$ cat config.mk
export PLATFORM = sky130hd
export DESIGN_NAME = rsa_modexp_engine
export DESIGN_NICKNAME = d
export VERILOG_FILES = /design/src/rtl/rsa_pkg.sv /design/src/rtl/rsa_mont_mul.sv /design/src/rtl/rsa_modexp_engine.sv
export SDC_FILE = /design/constraint.sdc
export NUM_CORES = 1
export LEC_CHECK = 0
export BUFFER_PORTS_ARGS = -buffer_cell sky130_fd_sc_hd__buf_2
export CAP_MARGIN = 20
export CORE_MARGIN = 10
export CORE_UTILIZATION = 55
export CTS_CLUSTER_SIZE = 16
export DETAILED_ROUTE_END_ITERATION = 10
export PLACE_DENSITY = 0.87
export SYNTH_ARGS = -nofsm -noshare
export SYNTH_HDL_FRONTEND = slang
export SYNTH_SLANG_ARGS = --single-unit
export TNS_END_PERCENT = 30
$ cat constraint.sdc
create_clock -name clk -period 3.25 [get_ports clk]
set_input_delay 0.65 -clock clk [delete_from_list [all_inputs] [get_ports clk]]
set_output_delay 0.65 -clock clk [all_outputs]
set_load 0.02 [all_outputs]
$ cat src/rtl/rsa_pkg.sv
// rtl/rsa_pkg.sv - shared types and latency helper for the modular-exponentiation engine
package rsa_pkg;

  typedef enum logic [2:0] {
    IDLE, PRE_M, PRE_X, SQR, MUL, POST, DONE
  } state_e;

  // Operand pair fed to the multiplier, named as A_B
  typedef enum logic [2:0] {
    OP_NONE, OP_M_CONST, OP_CONST_ONE, OP_X_X, OP_X_MB, OP_X_ONE
  } op_sel_e;

  // Cycles from the accepting edge to the eoc edge for an odd modulus
  function automatic int unsigned modexp_cycles(input int unsigned e, input int unsigned width,
                                                input int unsigned exp_width, input bit skip_lz);
    int unsigned scan;
    int unsigned ones;
    scan = 0;
    ones = 0;
    for (int i = 0; i < 32; i++) begin
      if (i < int'(exp_width) && e[i]) begin
        ones++;
        scan = 32'(i + 1);
      end
    end
    if (!skip_lz && ones != 0) scan = exp_width;
    return (3 + scan + ones) * (width + 3) + 1;
  endfunction

endpackage

$ cat src/rtl/rsa_mont_mul.sv
// rtl/rsa_mont_mul.sv - bit-serial Montgomery multiplier, R = A*B*2^-WIDTH mod N
module rsa_mont_mul #(
  parameter int WIDTH = 8
) (
  input  logic             clk,
  input  logic             rst,
  input  logic             en,
  input  logic             clr,
  input  logic             start,
  input  logic [WIDTH-1:0] A,
  input  logic [WIDTH-1:0] B,
  input  logic [WIDTH-1:0] N,
  output logic             done,
  output logic [WIDTH-1:0] R
);
  localparam int CW = $clog2(WIDTH + 1);

  logic [WIDTH-1:0] a_q, a_d, b_q, b_d, n_q, n_d;
  logic [WIDTH+1:0] s_q, s_d, s_add, s_odd;
  logic [CW-1:0]    cnt_q, cnt_d;
  logic             run_q, run_d, fin_q, fin_d, done_q, done_d;

  always_comb begin
    a_d    = a_q;
    b_d    = b_q;
    n_d    = n_q;
    s_d    = s_q;
    cnt_d  = cnt_q;
    run_d  = run_q;
    fin_d  = fin_q;
    done_d = 1'b0;
    s_add  = s_q + (a_q[0] ? {2'b00, b_q} : '0);
    s_odd  = s_add[0] ? s_add + {2'b00, n_q} : s_add;
    if (clr) begin
      a_d   = '0;
      b_d   = '0;
      n_d   = '0;
      s_d   = '0;
      cnt_d = '0;
      run_d = 1'b0;
      fin_d = 1'b0;
    end else if (start) begin
      a_d   = A;
      b_d   = B;
      n_d   = N;
      s_d   = '0;
      cnt_d = '0;
      run_d = 1'b1;
      fin_d = 1'b0;
    end else if (run_q) begin
      s_d   = s_odd >> 1;
      a_d   = a_q >> 1;
      cnt_d = cnt_q + 1'b1;
      if (cnt_q == CW'(WIDTH - 1)) begin
        run_d = 1'b0;
        fin_d = 1'b1;
      end
    end else if (fin_q) begin
      // S < 2N here, so one conditional subtract fully reduces it
      if (s_q >= {2'b00, n_q}) s_d = s_q - {2'b00, n_q};
      fin_d  = 1'b0;
      done_d = 1'b1;
    end
  end

  always_ff @(posedge clk or posedge rst) begin
    if (rst) begin
      a_q    <= '0;
      b_q    <= '0;
      n_q    <= '0;
      s_q    <= '0;
      cnt_q  <= '0;
      run_q  <= 1'b0;
      fin_q  <= 1'b0;
      done_q <= 1'b0;
    end else if (en) begin
      a_q    <= a_d;
      b_q    <= b_d;
      n_q    <= n_d;
      s_q    <= s_d;
      cnt_q  <= cnt_d;
      run_q  <= run_d;
      fin_q  <= fin_d;
      done_q <= done_d;
    end
  end

  assign done = done_q;
  assign R    = s_q[WIDTH-1:0];

endmodule

$ cat src/rtl/rsa_modexp_engine.sv
// rtl/rsa_modexp_engine.sv - Montgomery modular exponentiation C = M^E mod P
module rsa_modexp_engine
  import rsa_pkg::*;
#(
  parameter int WIDTH     = 8,
  parameter int EXP_WIDTH = 8,
  parameter bit SKIP_LZ   = 1'b1
) (
  input  logic                 clk,
  input  logic                 rst,
  input  logic                 en,
  input  logic                 start,
  input  logic                 stop,
  input  logic                 irq_clr,
  input  logic [WIDTH-1:0]     P,
  input  logic [EXP_WIDTH-1:0] E,
  input  logic [WIDTH-1:0]     M,
  input  logic [WIDTH-1:0]     Const,
  output logic [WIDTH-1:0]     C,
  output logic                 busy,
  output logic                 eoc,
  output logic                 irq,
  output logic                 err
);
  localparam int IW = (EXP_WIDTH > 1) ? $clog2(EXP_WIDTH) : 1;

  state_e               state_q, state_d;
  op_sel_e              op_sel;
  logic [WIDTH-1:0]     p_q, p_d, m_q, m_d, k_q, k_d, x_q, x_d, mb_q, mb_d, c_q, c_d;
  logic [EXP_WIDTH-1:0] e_q, e_d;
  logic [IW-1:0]        bit_q, bit_d, top_idx;
  logic                 pend_q, pend_d, busy_q, busy_d, eoc_q, eoc_d;
  logic                 irq_q, irq_d, err_q, err_d;
  logic                 accept, abort, mm_start, mm_clr, mm_done;
  logic [WIDTH-1:0]     mm_a, mm_b, mm_r;

  assign accept = (state_q == IDLE) && start && !stop;
  assign abort  = (state_q != IDLE) && stop;

  always_comb begin
    top_idx = IW'(EXP_WIDTH - 1);
    if (SKIP_LZ) begin
      top_idx = '0;
      for (int i = 0; i < EXP_WIDTH; i++) begin
        if (E[i]) top_idx = IW'(i);
      end
    end
  end

  always_ff @(posedge clk or posedge rst) begin
    if (rst) begin
      state_q <= IDLE;
      bit_q   <= '0;
    end else if (en) begin
      state_q <= state_d;
      bit_q   <= bit_d;
    end
  end

  always_comb begin
    state_d = state_q;
    bit_d   = bit_q;
    case (state_q)
      IDLE: begin
        if (accept) begin
          if (P[0]) state_d = PRE_M;
          else      state_d = DONE;
          bit_d = top_idx;
        end
      end
      PRE_M: if (mm_done) state_d = PRE_X;
      PRE_X: begin
        if (mm_done) begin
          if (e_q == '0) state_d = POST;
          else           state_d = SQR;
        end
      end
      SQR: begin
        if (mm_done) begin
          if (e_q[bit_q])          state_d = MUL;
          else if (bit_q == '0)    state_d = POST;
          else                     bit_d   = bit_q - 1'b1;
        end
      end
      MUL: begin
        if (mm_done) begin
          if (bit_q == '0) state_d = POST;
          else begin
            state_d = SQR;
            bit_d   = bit_q - 1'b1;
          end
        end
      end
      POST:    if (mm_done) state_d = DONE;
      DONE:    state_d = IDLE;
      default: state_d = IDLE;
    endcase
    if (abort) state_d = IDLE;
  end

  always_comb begin
    mm_start = pend_q;
    mm_clr   = abort;
    case (state_q)
      PRE_M:   op_sel = OP_M_CONST;
      PRE_X:   op_sel = OP_CONST_ONE;
      SQR:     op_sel = OP_X_X;
      MUL:     op_sel = OP_X_MB;
      POST:    op_sel = OP_X_ONE;
      default: op_sel = OP_NONE;
    endcase
  end

  always_comb begin
    mm_a = '0;
    mm_b = '0;
    case (op_sel)
      OP_M_CONST:   begin mm_a = m_q; mm_b = k_q;              end
      OP_CONST_ONE: begin mm_a = k_q; mm_b = WIDTH'(1);        end
      OP_X_X:       begin mm_a = x_q; mm_b = x_q;              end
      OP_X_MB:      begin mm_a = x_q; mm_b = mb_q;             end
      OP_X_ONE:     begin mm_a = x_q; mm_b = WIDTH'(1);        end
      default:      begin mm_a = '0;  mm_b = '0;               end
    endcase
  end

  rsa_mont_mul #(.WIDTH(WIDTH)) u_mul (
    .clk(clk), .rst(rst), .en(en), .clr(mm_clr), .start(mm_start),
    .A(mm_a), .B(mm_b), .N(p_q), .done(mm_done), .R(mm_r)
  );

  always_comb begin
    p_d    = p_q;
    e_d    = e_q;
    m_d    = m_q;
    k_d    = k_q;
    x_d    = x_q;
    mb_d   = mb_q;
    c_d    = c_q;
    busy_d = busy_q;
    err_d  = err_q;
    irq_d  = irq_q;
    eoc_d  = 1'b0;
    if (accept) begin
      p_d    = P;
      e_d    = E;
      m_d    = M;
      k_d    = Const;
      x_d    = '0;
      mb_d   = '0;
      busy_d = 1'b1;
      err_d  = 1'b0;
    end
    if (mm_done && !abort) begin
      if (state_q == PRE_M) mb_d = mm_r;
      else                  x_d  = mm_r;
    end
    if (state_q == DONE && !abort) begin
      c_d    = p_q[0] ? x_q : '0;
      err_d  = !p_q[0];
      busy_d = 1'b0;
      eoc_d  = 1'b1;
    end
    if (abort) busy_d = 1'b0;
    if (irq_clr || accept) irq_d = 1'b0;
    if (eoc_d) irq_d = 1'b1;
    // the next multiply is launched the cycle after the previous one reports done
    pend_d = !abort && (accept || mm_done) && (state_d inside {PRE_M, PRE_X, SQR, MUL, POST});
  end

  always_ff @(posedge clk or posedge rst) begin
    if (rst) begin
      p_q    <= '0;
      e_q    <= '0;
      m_q    <= '0;
      k_q    <= '0;
      x_q    <= '0;
      mb_q   <= '0;
      c_q    <= '0;
      pend_q <= 1'b0;
      busy_q <= 1'b0;
      eoc_q  <= 1'b0;
      irq_q  <= 1'b0;
      err_q  <= 1'b0;
    end else if (en) begin
      p_q    <= p_d;
      e_q    <= e_d;
      m_q    <= m_d;
      k_q    <= k_d;
      x_q    <= x_d;
      mb_q   <= mb_d;
      c_q    <= c_d;
      pend_q <= pend_d;
      busy_q <= busy_d;
      eoc_q  <= eoc_d;
      irq_q  <= irq_d;
      err_q  <= err_d;
    end
  end

  assign C    = c_q;
  assign busy = busy_q;
  assign eoc  = eoc_q;
  assign irq  = irq_q;
  assign err  = err_q;

endmodule
==> results.md <==
- Critical path's largest stage delay: 0.40 ns
- Combinational power share: 0.472
- CTS Buf Count: 9
- Netlist cell types: 65
- Setup CP Type: reg2reg
- Post-synth EDFFs: 0
- Final Core Density: 0.631
- Worst EP required: 3.50 ns
- Placed inst area: 6780 sq um
- Layout Cells excl Fill: 943
- CTS tree: built
- Clk Latency, worst-skew pair: 0.37 ns
- Yosys top cell by area: dfrtp_1
- Final antenna-violating net count: 0
- Power per standard cell area: 922 nW/um^2
- Most frequent cell after synthesis: nand2_1
- H-tree depth: 3
- Max-cap violations: 0
- Clock period minus worst slack: 3.14 ns
- Drt first pass iters: 5
- Sw Share: 0.444
- Top post-synthesis cells by count: 184 x nand2_1, 108 x dfrtp_1, 54 x nor2_1
- Maximum VDD drop: 0.402 mV
- Fin area: 7140 sq um
- Grt total ovfl: 0
- Multi-input gate area: 3380 sq um
- Total power: 6.59 mW
- Leakage: 3.37 nW
- CP delay by family, top: compound AO/OA/AOI/OAI gates
- Mapped cell area: 6330 sq um
- Routed len/inst: 17.6 microns
- Critical path, cell by cell: and2_1 > ha_2 > inv_2 > fa_2 > nor2b_2 > o31a_1 > o21a_1 > nor2_2 > xnor2_2 > ha_4 > a21oi_2 > buf_4 > nand2_1 > o21ai_2 > xnor2_1 > mux2_2 > mux2i_1 > o21ai_1
- Crit path DAT: 3.40 ns
- Diode count: 0
- Die extent in x: 127 microns
- FILL cells: 928
- Max Root-Sink Buffers: 2
- Pre-CTS WS: 0.00883 ns
- Die area: 16200 sq um
- Synth-to-Final Area Change: 12.9%
- WP buf/inv: 2
- Yosys warnings: 0
- Final hold violations: 0
- Clock sinks: 108
- CP Launch Type: flop
- CP Max Fanout: 4
- DR vias: 5808
- CP endpoint kind: flop
- # placed instances: 926
- Max reg flops: 10
- Port buffer count: 49
- Largest Register: u_mul.s_q
- Fraction of layout cells with a size suffix above 1: 0.139
- Min Hold Slack: 0.329 ns
- Reg area: 2700 sq um
- Post-Syn Instances: 745
- Fraction of registers with async set/reset: 1.00
- CP max-delay cell: dfrtp_1
- RSZ-0062 raised after global routing: yes
- Initial antenna violation count: 0
- Largest net degree at the start of global routing: 46
- GPL Wtd Cong: 0.989
- R2r setup slk: 0.11 ns
- Slew @ Worst Pin: 0.708 ns
- Register area share after synthesis: 0.427
- Post-synth top area share: 0.427
- Register bit total from synthesis: 108
- Worst Skew: 0.0139 ns
- Placement Rows: 39
- Setup TNS: 0 ns
- DRC: 0
- Hold crit path type: in2async
- First-pass GRT wire length: 27700 microns
- Post-DP HPWL: 12100 microns
- Setup ws final: 0.105 ns
- FMAX: 0.318 GHz
- Slew headroom: 0.526
- Endpoints failing setup: 0
- Number of global-route vias before repair: 5646
- Sequential Power Share: 0.355
- Clk root buf: clkbuf_16
- Max Slew Vio Count: 0
- Ys flop type: dfrtp_1
- DRC violation total after the first TritonRoute iteration: 636
- Fin nets: 862
- Top cells by area, synth: dfrtp_1 43%, nand2_1 11%, ha_1 5.1%
- Clock-pin slew on the worst setup and hold paths: 0.09 ns
- CORE AREA: 11300 sq um
- Post-DR vias/cell: 6.16
- Clock power frac: 0.174
- WL final: 16600 microns
- Post-route clock period utilization: 0.968
- Syn avg cell area: 8.49 sq um
- Total GRT Usage: 0.204
- Top Ports: 50
- Syn Nets: 812
- Internal: 3.66 mW
- Initial Utilization: 0.559
- Status: finished clean
- Sw power: 2.92 mW
- Die Span Y: 127 microns
-- cell usage in the layout (no fill, tap or decap), types with 3 or more instances in the layout --
cell and instances:
o211ai_1 6, nor2b_1 5, nand2b_1 9, and2_1 11, a21oi_1 39, a31oi_1 7, xnor2_1 13, a22o_1 12
o21ai_0 50, a211oi_1 4, buf_4 22, a221o_1 6, nor3_1 7, inv_1 29, buf_2 49, clkbuf_16 9
o31ai_1 4, nand2_1 184, xor2_1 4, o21bai_1 4, dfrtp_1 108, and3_1 3, nor2_1 53, o21a_1 6
nand4_1 7, mux2i_1 12, a22oi_1 8, o21ai_1 19, mux2_2 3, a21o_1 4, nand3_1 13, o22ai_1 3
ha_1 24, o32ai_1 3
-- final cells by class --
class	count	share of cell area
Clock buffer	9	0.0315
Tap cell	143	0.0250
Timing Repair Buffer	73	0.0618
Clock inverter	7	0.0121
Multi-Input combinational cell	569	0.473
Inverter	34	0.0184
Sequential cell	108	0.378
-- kinds of logic after synthesis --
family / count (synthesis) / synth area share
muxes: 17 / 0.0314
AOI/OAI and AO/OA: 198 / 0.202
buffers and inverters: 68 / 0.0461
DFF: 108 / 0.427
and+or+nand+nor: 307 / 0.208
xor gates and xnor gates: 18 / 0.0249
adders and majority gates: 29 / 0.0609
-- worst reg2reg max path, stage by stage (launching register included) --
cell and delay, ns:
dfrtp_1 0.40, and2_1 0.15, ha_2 0.18, inv_2 0.06
fa_2 0.22, nor2b_2 0.05, o31a_1 0.31, o21a_1 0.19
nor2_2 0.15, xnor2_2 0.16, ha_4 0.24, a21oi_2 0.15
buf_4 0.13, nand2_1 0.05, o21ai_2 0.08, xnor2_1 0.08
mux2_2 0.26, mux2i_1 0.12, o21ai_1 0.07
-- repair_timing --
action                                  4_1_cts  5_1_grt
gates resized for setup                       1       12
endpoints found under the setup margin        1        5
buffers inserted                              0        1
gates cloned                                  0        0
pin swaps                                     0        5
endpoints found under the hold margin         0        0
hold buffers                                  0        0
-- power by group through the flow --
stage / Combinational (mW) / Clock (mW) / Sequential (mW)
2_1_floorplan: 2.33 / 0 / 2.15
3_3_place_gp: 2.89 / 0 / 2.32
3_5_place_dp: 2.99 / 0 / 2.34
4_1_cts: 3.03 / 1.15 / 2.31
5_1_grt: 3.44 / 1.21 / 2.39
6_report: 3.11 / 1.15 / 2.34
-- per-layer routing --
metal,wire length [microns],GRT usage,vias up
li1,-,-,2698
met1,7000,0.270,2776
met2,7810,0.325,293
met3,1360,0.0318,41
met4,416,0.0824,0
met5,0,0,-
-- worst paths after layout --
kind / end / startpoint / cells after the start
hold reg to reg: C[5] / C[5] / 2
setup / recovery: u_mul.s_q[6] / u_mul.a_q[0] / 18
setup reg to reg: u_mul.s_q[6] / u_mul.a_q[0] / 18
max in group asynchronous: u_mul.s_q[2] / rst / 3
min in group clk: m_q[7] / M[7] / 3
hold / removal: err / rst / 2
(Power assumes the default switching activity.)
